### src/rtl/seq_bit_serializer.sv
// Parallel-to-serial source stage: accepts WIDTH-bit words over valid/ready and
// streams them one bit per clock, back-to-back words with no idle gap.
module seq_bit_serializer #(
  parameter int   WIDTH      = 8,
  parameter int   MSB_FIRST  = 1,
  parameter logic IDLE_LEVEL = 1'b0,
  parameter int   COUNT_W    = 16
) (
  input  logic               clk,
  input  logic               reset,
  input  logic [WIDTH-1:0]   data_in,
  input  logic               data_valid,
  output logic               data_ready,
  output logic               out,
  output logic               bit_valid,
  output logic               busy,
  output logic               frame_done,
  output logic [COUNT_W-1:0] word_count,
  output logic               state_dbg
);

  // Handshake: a word transfers on a rising edge where data_valid && data_ready.
  // data_ready depends only on state and bit_cnt, never on data_valid, and the
  // upstream source must hold data_in stable until the transfer completes.

  localparam int CNT_W = (WIDTH > 2) ? $clog2(WIDTH) : 1;
  localparam logic [CNT_W-1:0] CNT_LAST = CNT_W'(WIDTH - 1);
  localparam logic [CNT_W-1:0] CNT_ONE  = CNT_W'(1);

  typedef enum logic {
    IDLE  = 1'b0,
    SHIFT = 1'b1
  } state_t;

  state_t             state;
  state_t             state_nxt;
  logic [WIDTH-1:0]   shreg;
  logic [WIDTH-1:0]   shreg_nxt;
  logic [CNT_W-1:0]   bit_cnt;
  logic [CNT_W-1:0]   bit_cnt_nxt;
  logic               out_nxt;
  logic               bit_valid_nxt;
  logic               frame_done_nxt;
  logic [COUNT_W-1:0] word_count_nxt;
  logic               xfer;
  logic               last_bit;

  function automatic logic first_bit(input logic [WIDTH-1:0] w);
    return (MSB_FIRST != 0) ? w[WIDTH-1] : w[0];
  endfunction

  function automatic logic [WIDTH-1:0] advance(input logic [WIDTH-1:0] w);
    return (MSB_FIRST != 0) ? (w << 1) : (w >> 1);
  endfunction

  assign data_ready = (state == IDLE) || (bit_cnt == '0);
  assign xfer       = data_valid && data_ready;
  assign last_bit   = (state == SHIFT) && (bit_cnt == '0);
  assign busy       = (state == SHIFT);
  assign state_dbg  = state;

  always_ff @(posedge clk or posedge reset) begin
    if (reset) begin
      state <= IDLE;
    end else begin
      state <= state_nxt;
    end
  end

  // A new word arriving on the last-bit edge keeps us in SHIFT (gapless).
  always_comb begin
    state_nxt = state;
    case (state)
      IDLE:    if (xfer) state_nxt = SHIFT;
      SHIFT:   if ((bit_cnt == '0) && !xfer) state_nxt = IDLE;
      default: state_nxt = IDLE;
    endcase
  end

  always_comb begin
    shreg_nxt      = '0;
    bit_cnt_nxt    = '0;
    out_nxt        = IDLE_LEVEL;
    bit_valid_nxt  = 1'b0;
    frame_done_nxt = 1'b0;
    word_count_nxt = word_count;
    if (last_bit) begin
      word_count_nxt = word_count + 1'b1;
    end
    // The first bit goes straight to 'out'; the shifter keeps the remainder.
    if (xfer) begin
      out_nxt       = first_bit(data_in);
      shreg_nxt     = advance(data_in);
      bit_cnt_nxt   = CNT_LAST;
      bit_valid_nxt = 1'b1;
    end else if ((state == SHIFT) && (bit_cnt != '0)) begin
      out_nxt        = first_bit(shreg);
      shreg_nxt      = advance(shreg);
      bit_cnt_nxt    = bit_cnt - 1'b1;
      bit_valid_nxt  = 1'b1;
      frame_done_nxt = (bit_cnt == CNT_ONE);
    end
  end

  always_ff @(posedge clk or posedge reset) begin
    if (reset) begin
      shreg      <= '0;
      bit_cnt    <= '0;
      out        <= IDLE_LEVEL;
      bit_valid  <= 1'b0;
      frame_done <= 1'b0;
      word_count <= '0;
    end else begin
      shreg      <= shreg_nxt;
      bit_cnt    <= bit_cnt_nxt;
      out        <= out_nxt;
      bit_valid  <= bit_valid_nxt;
      frame_done <= frame_done_nxt;
      word_count <= word_count_nxt;
    end
  end

endmodule

### config.mk
export PLATFORM = sky130hd
export DESIGN_NAME = seq_bit_serializer
export DESIGN_NICKNAME = d
export VERILOG_FILES = /design/src/rtl/seq_bit_serializer.sv
export SDC_FILE = /design/constraint.sdc
export NUM_CORES = 1
export LEC_CHECK = 0
export CAP_MARGIN = 30
export CORE_AREA = 2 2 60 62
export CTS_CLUSTER_DIAMETER = 30
export CTS_CLUSTER_SIZE = 28
export DETAILED_ROUTE_END_ITERATION = 10
export DIE_AREA = 0 0 62 64
export PLACE_DENSITY_LB_ADDON = 0.2
export SLEW_MARGIN = 5
export SYNTH_ARGS = -nofsm -noshare
export SYNTH_HDL_FRONTEND = slang
export SYNTH_SLANG_ARGS = --single-unit
### constraint.sdc
create_clock -name clk -period 4.8 [get_ports clk]
set_input_delay 0.48 -clock clk [delete_from_list [all_inputs] [get_ports clk]]
set_output_delay 0.48 -clock clk [all_outputs]
set_load 0.005 [all_outputs]
==> impl_metrics.env, run 1 <==
export IMPL_clk_path_buf_depth=2
export IMPL_via_count=904
export IMPL_synthesis_nets=131
export IMPL_drt_wirelength_per_cell_um=11.5
export IMPL_timing_final_hold_violations=0
export IMPL_worst_setup_path_startpoint="bit_cnt[0]"
export IMPL_number_of_antenna_violations_at_the_first_check_in_global_routing=0
export IMPL_setup_tns_ns=0
export IMPL_cts_tree="built"
export IMPL_antenna_left=0
export IMPL_clockPowerShare_pct=29.5
export IMPL_maxSlewViolCount=0
export IMPL_clkSlewWorstSetupHoldPaths_ns=0.10
export IMPL_vdd_ir_drop_max_uv=254
export IMPL_min_period_ns=2.63
export IMPL_p_switching_w=0.000258
export IMPL_postLayoutCoreUtil_pct=54.3
export IMPL_syn2layout_area_growth_pct=34.9
export IMPL_area_of_the_core_um2=3280
export IMPL_synthCells=116
export IMPL_worst_setup_path_type="reg -> out"
export IMPL_setup_violations_final=0
export IMPL_fmax_mhz=380
export IMPL_routed_wl_um=2270
export IMPL_power_density_nw_per_um2=504
export IMPL_endpoint_kind="output port"
export IMPL_grt_pass1_wl_um=3920
export IMPL_port_buffers=32
export IMPL_relSlewSlack_pct=58.5
export IMPL_timing_max_cap_violations=0
export IMPL_status="completed"
export IMPL_chipHeight_um=64
export IMPL_gp_congestion=0.728
export IMPL_total_leakage_power_nw=0.821
export IMPL_mostFrequentLayoutCell="clkdlybuf4s50_1"
export IMPL_worstPathArrival_ns=2.15
export IMPL_clock_skew_final_ns=0.00863
export IMPL_globalRouteTotalUtil_pct=13.7
export IMPL_commonest_cells_after_routing_fill_and_taps_aside="32 x clkdlybuf4s50_1, 30 x dfrtp_1, 20 x nand2_1, 13 x xnor2_1, 11 x nand3_1"
export IMPL_cp_max_fo=15
export IMPL_tightest_slew_ns=0.621
export IMPL_synthesis_area_per_instance_um2=11.4
export IMPL_initial_util_pct=40.2
export IMPL_clock_sinks=30
export IMPL_grt_max_degree=17
export IMPL_grt_pass1_vias=886
export IMPL_cts_post_setup_buffers_inserted=0
export IMPL_htreeDepth=2
export IMPL_required_ns=4.32
export IMPL_clock_buffer_count_from_cts=5
export IMPL_timing_final_ws_setup_ns=2.17
export IMPL_rsz0062_at_grt="false"
export IMPL_die_width_um=62
export IMPL_synth_edf_count=0
export IMPL_global_route_overflow_total=0
export IMPL_netlist_area_um2=1320
export IMPL_worst_hold_slack_after_final_layout_ns=0.453
export IMPL_synth_flop_type="dfrtp_1"
export IMPL_detailedRoute_firstPassIterationCount=4
export IMPL_std_cell_rows=21
export IMPL_clock_insertion_delay_worst_skew_ns=0.33
export IMPL_cts_repair_resize_count=0
export IMPL_yosysWarningCount=0
export IMPL_netSwitchingFraction_pct=28.7
export IMPL_rr_startpoint="bit_cnt[0]"
export IMPL_ys_seq_area_share_pct=56.8
export IMPL_intPower_w=0.000641
export IMPL_synth_cell_type_count=27
export IMPL_vias_per_cell=4.59
export IMPL_ios=33
export IMPL_pre_cts_ws_ns=2.53
export IMPL_ys_ff_latch=30
export IMPL_cts_hold_buffers_added=0
export IMPL_die_area_um2=3970
export IMPL_drt_first_iter_violations=24
export IMPL_fin_crit_sh_pct=54.8
export IMPL_crit_path_start_kind="register"
export IMPL_finish_net_count=165
export IMPL_power_frac_seq_pct=40.7
export IMPL_antenna_cells=0
export IMPL_share_of_power_burned_in_combinational_logic_pct=29.7
export IMPL_timing_hold_worst_start="shreg[7]"
export IMPL_drive_above_1_share_pct=9.93
export IMPL_root_buffer="clkbuf_4"
export IMPL_async_reset_ff_share_pct=100
export IMPL_drc_errors=0
export IMPL_min_delay_path_class="reg -> reg"
## power groups by stage
stage / registers (W) / clock network [W] / logic, W
6_report: 0.000366 / 0.000266 / 0.000267
5_1_grt: 0.000378 / 0.000288 / 0.000304
4_1_cts: 0.000367 / 0.000272 / 0.000274
3_5_place_dp: 0.000371 / 0 / 0.000274
3_3_place_gp: 0.000370 / 0 / 0.000267
2_1_floorplan: 0.000366 / 0 / 0.000170
## sequential cells by signal (all words and copies together), names as in the netlist
name,count
bit_cnt,3
bit_valid,1
busy,1
frame_done,1
out,1
shreg,7
word_count,16
## stage by stage
stage | power (W) | instance area, um^2 | std cells
after floorplan | 0.000535 | 1320 | 116
after global placement | 0.000637 | 1660 | 188
after detailed placement | 0.000644 | 1670 | 189
after CTS | 0.000912 | 1780 | 197
after global routing | 0.000970 | 1780 | 197
final | 0.000899 | 1780 | 197
## cell usage after synthesis (2+ instances only)
cell	instances	area, um^2
and3_1	4	25.0
buf_4	3	22.5
dfrtp_1	30	751
nand3_1	11	55.1
ha_1	4	50.1
inv_1	4	15.0
and2_1	2	12.5
xnor2_1	13	114
nand4_1	4	25.0
nand2_1	20	75.1
xor2_1	2	17.5
o21ai_1	2	10.0
nand2b_1	3	18.8
## cells by family after synthesis
group | after synthesis | share of synthesized area, %
xor gates and xnor gates | 16 | 11.2
adders and majority gates | 4 | 3.79
buffers and inverters | 11 | 4.64
and+or+nand+nor | 51 | 21.4
AOI/OAI and AO/OA | 3 | 1.33
DFF | 30 | 56.8
muxes | 1 | 0.852
## cell type report
| class | count | area (um^2) |
|---|---|---|
| Clock buffer | 6 | 51.3 |
| Clock inverter | 2 | 60.1 |
| Fill cell | 303 | 1500 |
| Inverter | 5 | 18.8 |
| Multi-Input combinational cell | 75 | 509 |
| Sequential cell | 30 | 751 |
| Tap cell | 46 | 57.6 |
| Timing Repair Buffer | 33 | 335 |
## metal layers
layer,routed length [um],track usage [%]
met1,933,15.5
met2,1160,21.9
met3,138,6.07
met4,40,5.59
met5,0,0
## final timing paths
kind | to | slack [ns] | cells after the start
max reg2reg | word_count[14] | 3.09 | 6
min | out | 0.45 | 2
max in group asynchronous | word_count[14] | 3.76 | 3
min reg2reg | out | 0.45 | 2
min in group asynchronous | out | 0.52 | 2
max | data_ready | 2.17 | 6
## worst max-delay path: stages (launching register included)
cell and delay, ns:
dfrtp_1 0.41, inv_1 0.09, ha_1 0.25, nand2b_1 0.07, and2_1 0.25, inv_2 0.22
clkdlybuf4s50_1 0.54
No activity file was read; power rests on OpenSTA's default activity.
==> run 2: changes to the inputs <==
==> constraint.sdc (replaced) <==
create_clock -name clk -period 2.75 [get_ports clk]
set_input_delay 0.275 -clock clk [delete_from_list [all_inputs] [get_ports clk]]
set_output_delay 0.275 -clock clk [all_outputs]
set_load 0.005 [all_outputs]
==> run 2 against run 1 <==
Register-to-register slack got worse by 2.1 ns. Cell count unchanged. Design area decreased by 0.42%. Via count decreased by 1.1%. Highest routed layer unchanged. Largest cell class unchanged. Core utilization decreased by 0.23 points. Clock power increased by 73%.
==> impl_metrics.env, run 2 (same netlist as run 1, synthesis figures left out) <==
export IMPL_drt_wirelength_per_cell_um=11.2
export IMPL_routed_wl_um=2220
export IMPL_rsz0062_at_grt="false"
export IMPL_via_count=894
export IMPL_die_width_um=62
export IMPL_clk_path_buf_depth=2
export IMPL_share_of_power_burned_in_combinational_logic_pct=29.7
export IMPL_clock_sinks=30
export IMPL_vias_per_cell=4.54
export IMPL_ios=33
export IMPL_die_area_um2=3970
export IMPL_max_flop_register="word_count"
export IMPL_grt_pass1_vias=868
export IMPL_layout_filler_cells=294
export IMPL_tightest_slew_ns=0.411
export IMPL_clockPowerShare_pct=29.4
export IMPL_antenna_left=0
export IMPL_crit_slowest_cell="clkdlybuf4s50_1"
export IMPL_power_density_nw_per_um2=883
export IMPL_grt_pass1_wl_um=3800
export IMPL_status="completed"
export IMPL_power_frac_seq_pct=40.9
export IMPL_timing_final_hold_violations=0
export IMPL_worst_hold_slack_after_final_layout_ns=0.304
export IMPL_cts_tree="built"
export IMPL_cts_hold_buffers_added=0
export IMPL_detailedRoute_firstPassIterationCount=2
export IMPL_intPower_w=0.00112
export IMPL_path_delay_family="buffers and inverters"
export IMPL_min_period_ns=2.41
export IMPL_std_cell_rows=21
export IMPL_dp_hpwl_um=1620
export IMPL_largest_register_ff_count=16
export IMPL_area_of_the_core_um2=3280
export IMPL_worst_setup_path_type="reg -> out"
export IMPL_required_ns=2.48
export IMPL_max_stage_delay_ns=0.54
export IMPL_cts_post_setup_buffers_inserted=0
export IMPL_clock_buffer_count_from_cts=5
export IMPL_setup_tns_ns=0
export IMPL_crit_chain="inv_1 -> ha_1 -> nand2b_1 -> and2_1 -> inv_2 -> clkdlybuf4s50_1"
export IMPL_commonest_cells_after_routing_fill_and_taps_aside="32 x clkdlybuf4s50_1, 30 x dfrtp_1, 20 x nand2_1, 13 x xnor2_1, 11 x nand3_1"
export IMPL_grt_max_degree=31
export IMPL_rr_startpoint="bit_cnt[0]"
export IMPL_syn2layout_area_growth_pct=34.4
export IMPL_port_buffers=32
export IMPL_register_area_um2=751
export IMPL_vdd_ir_drop_max_uv=642
export IMPL_drive_above_1_share_pct=9.93
export IMPL_area_of_the_multi_input_gates_um2=509
export IMPL_reg_top3="word_count (16), shreg (7), bit_cnt (3)"
export IMPL_endpoint_kind="output port"
export IMPL_timing_max_cap_violations=0
export IMPL_htreeDepth=2
export IMPL_clock_skew_final_ns=0.00878
export IMPL_mostFrequentLayoutCell="clkdlybuf4s50_1"
export IMPL_p_switching_w=0.000449
export IMPL_root_buffer="clkbuf_4"
export IMPL_setup_violations_final=0
export IMPL_finish_net_count=165
export IMPL_globalRouteTotalUtil_pct=13.2
export IMPL_drt_first_iter_violations=35
export IMPL_fin_crit_sh_pct=87.8
export IMPL_total_leakage_power_nw=0.818
export IMPL_maxSlewViolCount=0
export IMPL_cts_repair_resize_count=0
export IMPL_drc_errors=0
export IMPL_number_of_antenna_violations_at_the_first_check_in_global_routing=0
export IMPL_global_route_overflow_total=0
export IMPL_fmax_mhz=414
export IMPL_crit_path_start_kind="register"
export IMPL_critPathBufInv=3
export IMPL_antenna_cells=0
export IMPL_relSlewSlack_pct=72.5
export IMPL_worstPathArrival_ns=2.14
export IMPL_clock_insertion_delay_worst_skew_ns=0.33
export IMPL_gp_congestion=0.740
export IMPL_cp_max_fo=15
export IMPL_initial_util_pct=40.2
export IMPL_clkSlewWorstSetupHoldPaths_ns=0.10
export IMPL_min_delay_path_class="in -> async"
export IMPL_worst_setup_path_startpoint="bit_cnt[0]"
export IMPL_netSwitchingFraction_pct=28.7
export IMPL_chipHeight_um=64
-- run 2: layer usage --
| layer | GRT usage, % | vias to the layer above | wire [um] |
|---|---|---|---|
| li1 | - | 444 | - |
| met1 | 16.1 | 422 | 990 |
| met2 | 19.7 | 24 | 1040 |
| met3 | 6.07 | 4 | 139 |
| met4 | 5.59 | 0 | 42 |
| met5 | 0 | - | 0 |
-- run 2: path summary, 6_finish.rpt --
kind / slack (ns) / end / depth (start not counted)
setup / recovery: 0.34 / data_ready / 6
hold reg to reg: 0.43 / shreg[3] / 2
hold / removal: 0.30 / word_count[6] / 3
max in group asynchronous: 2.16 / word_count[2] / 3
setup reg to reg: 1.03 / word_count[14] / 6
min in group clk: 0.43 / shreg[3] / 2
-- run 2: layout make-up --
class,instances,area share [%]
Sequential cell,30,42.3
Multi-Input combinational cell,75,28.7
Timing Repair Buffer,33,18.5
Clock inverter,2,3.38
Tap cell,46,3.24
Clock buffer,6,2.89
Inverter,5,1.06
-- run 2: power groups by stage --
stage	logic, W	registers (W)	clock network [W]
detailed placement	0.000475	0.000650	0
CTS	0.000478	0.000642	0.000472
floorplan	0.000296	0.000639	0
global placement	0.000467	0.000647	0
finish	0.000466	0.000641	0.000460
global route	0.000528	0.000658	0.000495
-- run 2: worst reg2reg max path, cell delays in order, from the launching register on --
cell and delay (ns):
dfrtp_1 0.41, inv_1 0.09, ha_1 0.23, and4b_1 0.23, and3_1 0.33, and3_4 0.24
xor2_2 0.12
-- run 2: stage by stage --
step	setup slack, ns	util [%]	cells	cell area [um^2]	total power [W]
2_1_floorplan	1.20	-	116	1320	0.000935
3_3_place_gp	0.730	50.7	189	1660	0.00111
3_5_place_dp	0.686	50.7	189	1660	0.00113
4_1_cts	0.303	54.1	197	1780	0.00159
5_1_grt	0.204	54.1	197	1780	0.00168
6_report	0.336	54.1	197	1780	0.00157
